### config.mk
export PLATFORM = sky130hd
export DESIGN_NAME = reg_scoreboard
export DESIGN_NICKNAME = d
export VERILOG_FILES = /design/src/rtl/sb_pkg.sv /design/src/rtl/sb_entry.sv /design/src/rtl/reg_scoreboard.sv
export SDC_FILE = /design/constraint.sdc
export NUM_CORES = 1
export LEC_CHECK = 0
export ABC_AREA = 1
export ABC_CLOCK_PERIOD_IN_PS = 7840
export BUFFER_PORTS_ARGS = -buffer_cell sky130_fd_sc_hd__buf_2
export CAP_MARGIN = 20
export CORE_MARGIN = 4
export CORE_UTILIZATION = 65
export CTS_CLUSTER_SIZE = 40
export DETAILED_ROUTE_END_ITERATION = 8
export PLACE_DENSITY = 0.95
export SYNTH_ARGS = -nofsm -noshare
export SYNTH_HDL_FRONTEND = slang
export SYNTH_SLANG_ARGS = --single-unit
### constraint.sdc
create_clock -name clk -period 7.84 [get_ports clk]
set_input_delay 1.568 -clock clk [delete_from_list [all_inputs] [get_ports clk]]
set_output_delay 1.568 -clock clk [all_outputs]
set_load 0.03 [all_outputs]
### src/rtl/sb_pkg.sv
// sb_pkg: shared sizing for the register scoreboard.
package sb_pkg;
  localparam int AW = 5;
  localparam int NREG = 32;
  localparam int CW = 2;
  localparam int MAXC = (1 << CW) - 1;
  function automatic int fsw(input int n);
    return (n > 1) ? $clog2(n) : 1;
  endfunction
endpackage

### src/rtl/sb_entry.sv
// sb_entry: one register's outstanding-write counter with underflow clamp.
module sb_entry #(
  parameter int CW = 2,
  parameter int DW = 2
) (
  input  logic          clk,
  input  logic          reset,
  input  logic          flush,
  input  logic          inc,
  input  logic [DW-1:0] ndec,
  output logic [CW-1:0] cnt,
  output logic          uf
);
  localparam int W = (CW > DW ? CW : DW) + 1;
  logic [W-1:0] s, d;
  assign s = W'(cnt) + W'(inc);
  assign d = W'(ndec);
  assign uf = !flush && (d > s);
  always_ff @(posedge clk) begin
    if (reset || flush) cnt <= '0;
    else cnt <= uf ? '0 : CW'(s - d);
  end
endmodule

### src/rtl/reg_scoreboard.sv
// reg_scoreboard: per-register in-flight write tracker for decode issue.
// Define SB_FWD_EN to let count==1 sources issue off a matching forward port.
module reg_scoreboard
  import sb_pkg::*;
#(
  parameter int NSRC = 2,
  parameter int NWB  = 2,
  parameter int NFWD = 3
) (
  input  logic                     clk,
  input  logic                     reset,
  input  logic                     flush,
  input  logic                     iss_valid,
  output logic                     iss_ready,
  input  logic [NSRC-1:0]          iss_src_use,
  input  logic [NSRC*AW-1:0]       iss_src_addr,
  input  logic                     iss_dst_we,
  input  logic [AW-1:0]            iss_dst_addr,
  input  logic [NWB-1:0]           wb_valid,
  input  logic [NWB*AW-1:0]        wb_addr,
  input  logic [NFWD-1:0]          fwd_valid,
  input  logic [NFWD*AW-1:0]       fwd_addr,
  output logic [NSRC-1:0]          src_fwd_hit,
  output logic [NSRC*fsw(NFWD)-1:0] src_fwd_sel,
  output logic [NREG-1:0]          busy_vec,
  output logic                     err_underflow
);
  localparam int FW = fsw(NFWD);
  localparam int DW = $clog2(NWB + 1);
  logic [CW-1:0] cnt [2**AW];
  logic [2**AW-1:0] uf;
  logic [NSRC-1:0] ok;
  logic fire, eff_dst, m, h;
  logic [AW-1:0] a;
  logic [FW-1:0] ks;
  assign eff_dst = iss_dst_we && iss_dst_addr != '0;
  assign fire = iss_valid && iss_ready;
  assign iss_ready = !flush && &ok && !(eff_dst && cnt[iss_dst_addr] == CW'(MAXC));
  genvar r;
  generate
    for (r = 0; r < 2**AW; r++) begin : g_r
      if (r == 0 || r >= NREG) begin : g_z
        assign cnt[r] = '0;
        assign uf[r] = 1'b0;
      end else begin : g_e
        logic inc;
        logic [DW-1:0] ndec;
        always_comb begin
          inc = fire && iss_dst_we && iss_dst_addr == AW'(r);
          ndec = '0;
          for (int w = 0; w < NWB; w++)
            ndec = ndec + DW'(wb_valid[w] && wb_addr[w*AW +: AW] == AW'(r));
        end
        sb_entry #(.CW(CW), .DW(DW)) u_e (
          .clk(clk), .reset(reset), .flush(flush), .inc(inc), .ndec(ndec),
          .cnt(cnt[r]), .uf(uf[r])
        );
      end
      if (r < NREG) begin : g_b
        assign busy_vec[r] = |cnt[r];
      end
    end
  endgenerate
`ifndef SB_FWD_EN
  logic fwd_unused;
  assign fwd_unused = ^{fwd_valid, fwd_addr};
`endif
  always_comb begin
    src_fwd_hit = '0;
    src_fwd_sel = '0;
    ok = '0;
    a = '0;
    m = 1'b0;
    h = 1'b0;
    ks = '0;
    for (int s = 0; s < NSRC; s++) begin
      a = iss_src_addr[s*AW +: AW];
      m = 1'b0;
      ks = '0;
`ifdef SB_FWD_EN
      // descending scan so the lowest matching port wins
      for (int k = NFWD - 1; k >= 0; k--)
        if (fwd_valid[k] && fwd_addr[k*AW +: AW] == a) begin
          m = 1'b1;
          ks = FW'(k);
        end
`endif
      h = iss_src_use[s] && a != '0 && cnt[a] == CW'(1) && m;
      ok[s] = !iss_src_use[s] || cnt[a] == '0 || h;
      src_fwd_hit[s] = h;
      src_fwd_sel[s*FW +: FW] = h ? ks : '0;
    end
  end
  always_ff @(posedge clk) begin
    if (reset) err_underflow <= 1'b0;
    else if (|uf) err_underflow <= 1'b1;
  end
endmodule

==> results.sh <==
export IMPL_p_sw_frac=0.3217
export IMPL_numCtsBuffers=9
export IMPL_htreeDepth=3
export IMPL_setup_tns_ps=0
export IMPL_placedCellCount=1413
export IMPL_hold_viol=0
export IMPL_grt_setup_unrepaired="no"
export IMPL_hold_buffers=0
export IMPL_rows=40
export IMPL_wirelength_mm=23.25
export IMPL_final_cells=1428
export IMPL_crit_type="input pin to flop"
export IMPL_tightest_slew_ps=1204
export IMPL_syn_area_per_cell_um2=6.450
export IMPL_initial_core_util=0.6628
export IMPL_io_buffers=66
export IMPL_maxSlewViolCount=0
export IMPL_clock_path_buffers=2
export IMPL_drtAntennaViolNets=0
export IMPL_clkSinkCount=63
export IMPL_status="completed"
export IMPL_postCtsSetupRepairBufs=0
export IMPL_min_period_over_period=0.8194
export IMPL_post_synth_num_cell_types=31
export IMPL_grt_pass1_vias=7975
export IMPL_synth_compound_area_share=0.05666
export IMPL_num_antenna_cells=0
export IMPL_drc=0
export IMPL_p_sw_mw=0.2818
export IMPL_finalSetupViolCount=0
export IMPL_post_drt_wl_per_cell_um=16.28
export IMPL_cts_resized=0
export IMPL_grt_max_degree=34
export IMPL_layout_drive_gt1_share=0.07650
export IMPL_cellPowerDensity_nw_per_um2=103.2
export IMPL_synth_adder_area_share=0.2936
export IMPL_total_leakage_power_nw=4.848
export IMPL_ios=92
export IMPL_fp_dieH_um=118.4
export IMPL_detail_route_first_pass_iterations=7
export IMPL_vias=8266
export IMPL_fin_skew_ps=4.351
export IMPL_fmax_mhz=155.7
export IMPL_final_common_cell="nor2_1"
export IMPL_drt_initial_drc_count=1132
export IMPL_antenna_found_initial=0
export IMPL_synth_xor_area_frac=0.03425
export IMPL_mostFrequentLayoutCells="254 x nor2_1, 239 x nand2_1, 216 x inv_1"
export IMPL_coreArea_um2=11960
export IMPL_hold_class="flop to flop"
export IMPL_end_kind="flop"
export IMPL_r2r_setup_slack_ps=3260
export IMPL_critPathRequiredTime_ps=8030
export IMPL_ys_seq_area_frac=0.1591
export IMPL_combPwrFrac=0.202
export IMPL_critPathLaunchType="input pin"
export IMPL_crit_arrival_ps=6620
export IMPL_synth_top_family_by_area="simple AND/OR/NAND/NOR gates"
export IMPL_cell_internal_pwr_mw=0.5942
export IMPL_viasPerCell=5.789
export IMPL_gp_congestion=0.9992
export IMPL_max_slew_margin=0.1946
export IMPL_rr_endpoint="err_underflow"
export IMPL_grtUsageTotal=0.3288
export IMPL_pwr_share_clk=0.424
export IMPL_synthCells=1229
export IMPL_drv_cap=0
export IMPL_yosysWarnings=0
export IMPL_fp_dieArea_um2=14030
export IMPL_reg2reg_depth=19
export IMPL_dp_hpwl_mm=17.99
export IMPL_ir_worst_vdd_mv=0.07898
export IMPL_clk_latency_ps=340
export IMPL_fin_crit_ps=6424
export IMPL_p_total_mw=0.8760
export IMPL_crit_start="iss_dst_addr[0]"
export IMPL_grt_overflow_total=0
export IMPL_cts_tree="done"
export IMPL_critPathMaxFanout=31
export IMPL_finalNetCount=1515
export IMPL_grt_first_pass_wirelength_mm=37.28
export IMPL_synthMuxAreaShare=0
export IMPL_ys_ff_latch=63
export IMPL_synthSimpleGateAreaFrac=0.3207
export IMPL_p_seq_frac=0.374
export IMPL_root_buffer="clkbuf_16"
export IMPL_syn_to_final_growth_pct=7.071
export IMPL_syn_area_um2=7928
export IMPL_reg2reg_from="g_r[13].g_e.u_e.cnt[0]"
export IMPL_crit_end="err_underflow"
export IMPL_clk_pin_slew_ps=50
export IMPL_die_w_um=118.4
registers in the layout, summed over array words and instances, names as in the netlist:
register,count
err_underflow,1
g_r.g_e.u_e.cnt,62
routing by layer:
metal	GRT usage	wire length, µm	vias up
li1	-	-	3933
met1	0.3894	8806	3614
met2	0.5434	10170	585
met3	0.07129	2935	134
met4	0.1991	1333	0
met5	0	0	-
layout make-up:
type / instances / area, µm²
multi-input cells: 916 / 5624
fillers: 929 / 3473
flip-flops and latches: 63 / 1261
inverters: 221 / 829.5
repair buffers: 66 / 330.3
clock buffers: 14 / 254.0
well taps: 147 / 183.9
clock inverters: 1 / 5.005
critical path: stages:
cell      delay (ps)
buf_2            480
inv_1            360
nor2_2           680
nand3_1          170
nand3_1          150
nor2_1            50
nand2_1           60
nand3_1           70
nand2_1           80
nand2_2           80
nand4_4          470
nor2_2            70
ha_1             210
ha_1             270
inv_1             40
ha_1             330
inv_1             70
nor2_1            30
o211ai_1         360
nand4_1          160
nor4_1           720
a21oi_1          130
cells by family after synthesis:
group | after synthesis
and+or+nand+nor | 619
buffers and inverters | 256
adders and majority gates | 186
AOI/OAI and AO/OA | 73
DFF | 63
xor gates and xnor gates | 31
other | 1
cells in the mapped netlist:
master	instances	area share
nand2_1	239	0.11
o21ai_1	2	0.0013
nand4_4	1	0.0027
nand2_2	1	0.00079
o21ai_0	19	0.012
or2_2	1	0.00079
xor2_1	31	0.034
and3_1	1	0.00079
clkbuf_1	14	0.0066
ha_1	186	0.29
nor3_1	4	0.0025
a21boi_0	1	0.00095
nor2_2	14	0.011
nor2_1	255	0.12
a31oi_1	1	0.00079
buf_6	10	0.014
a21oi_1	18	0.011
conb_1	1	0.00047
o211ai_1	32	0.030
dfxtp_1	63	0.16
nand4_1	10	0.0079
inv_2	2	0.00095
buf_2	2	0.0013
clkinv_1	3	0.0014
nor2_4	1	0.0014
inv_1	216	0.10
nand3b_1	1	0.00095
nand3_1	89	0.056
nor4_1	1	0.00079
nor3b_1	1	0.00095
buf_4	9	0.0085
through the flow:
stage | worst slack (ps) | utilization | area [µm²] | hold WS, ps
after global routing | 1207 | 0.7096 | 8488 | 783.5
after detailed placement | 1321 | 0.6880 | 8229 | 718.4
after CTS | 1657 | 0.7096 | 8488 | 725.8
final | 1416 | 0.7096 | 8488 | 718.8
after global placement | 1424 | 0.6880 | 8229 | 712.0
after floorplan | 3466 | - | 7950 | 681.5
how the worst min path moves through the flow:
stage / cells past startpoint / end / slack, ps / start
2_1_floorplan: 3 / g_r[28].g_e.u_e.cnt[0] / 680 / g_r[28].g_e.u_e.cnt[0]
3_3_place_gp: 3 / g_r[20].g_e.u_e.cnt[0] / 710 / g_r[20].g_e.u_e.cnt[0]
4_1_cts: 3 / g_r[20].g_e.u_e.cnt[0] / 730 / g_r[20].g_e.u_e.cnt[0]
3_5_place_dp: 3 / g_r[20].g_e.u_e.cnt[0] / 720 / g_r[20].g_e.u_e.cnt[0]
6_report: 3 / g_r[20].g_e.u_e.cnt[0] / 720 / g_r[20].g_e.u_e.cnt[0]
5_1_grt: 3 / g_r[12].g_e.u_e.cnt[0] / 780 / g_r[12].g_e.u_e.cnt[0]
power by group through the flow:
stage | registers, mW | logic (mW) | clock network, mW
detailed placement | 0.335 | 0.169 | 0
CTS | 0.328 | 0.170 | 0.368
global route | 0.328 | 0.191 | 0.384
finish | 0.328 | 0.177 | 0.372
floorplan | 0.336 | 0.122 | 0
global placement | 0.334 | 0.164 | 0
(Power assumes the default switching activity.)
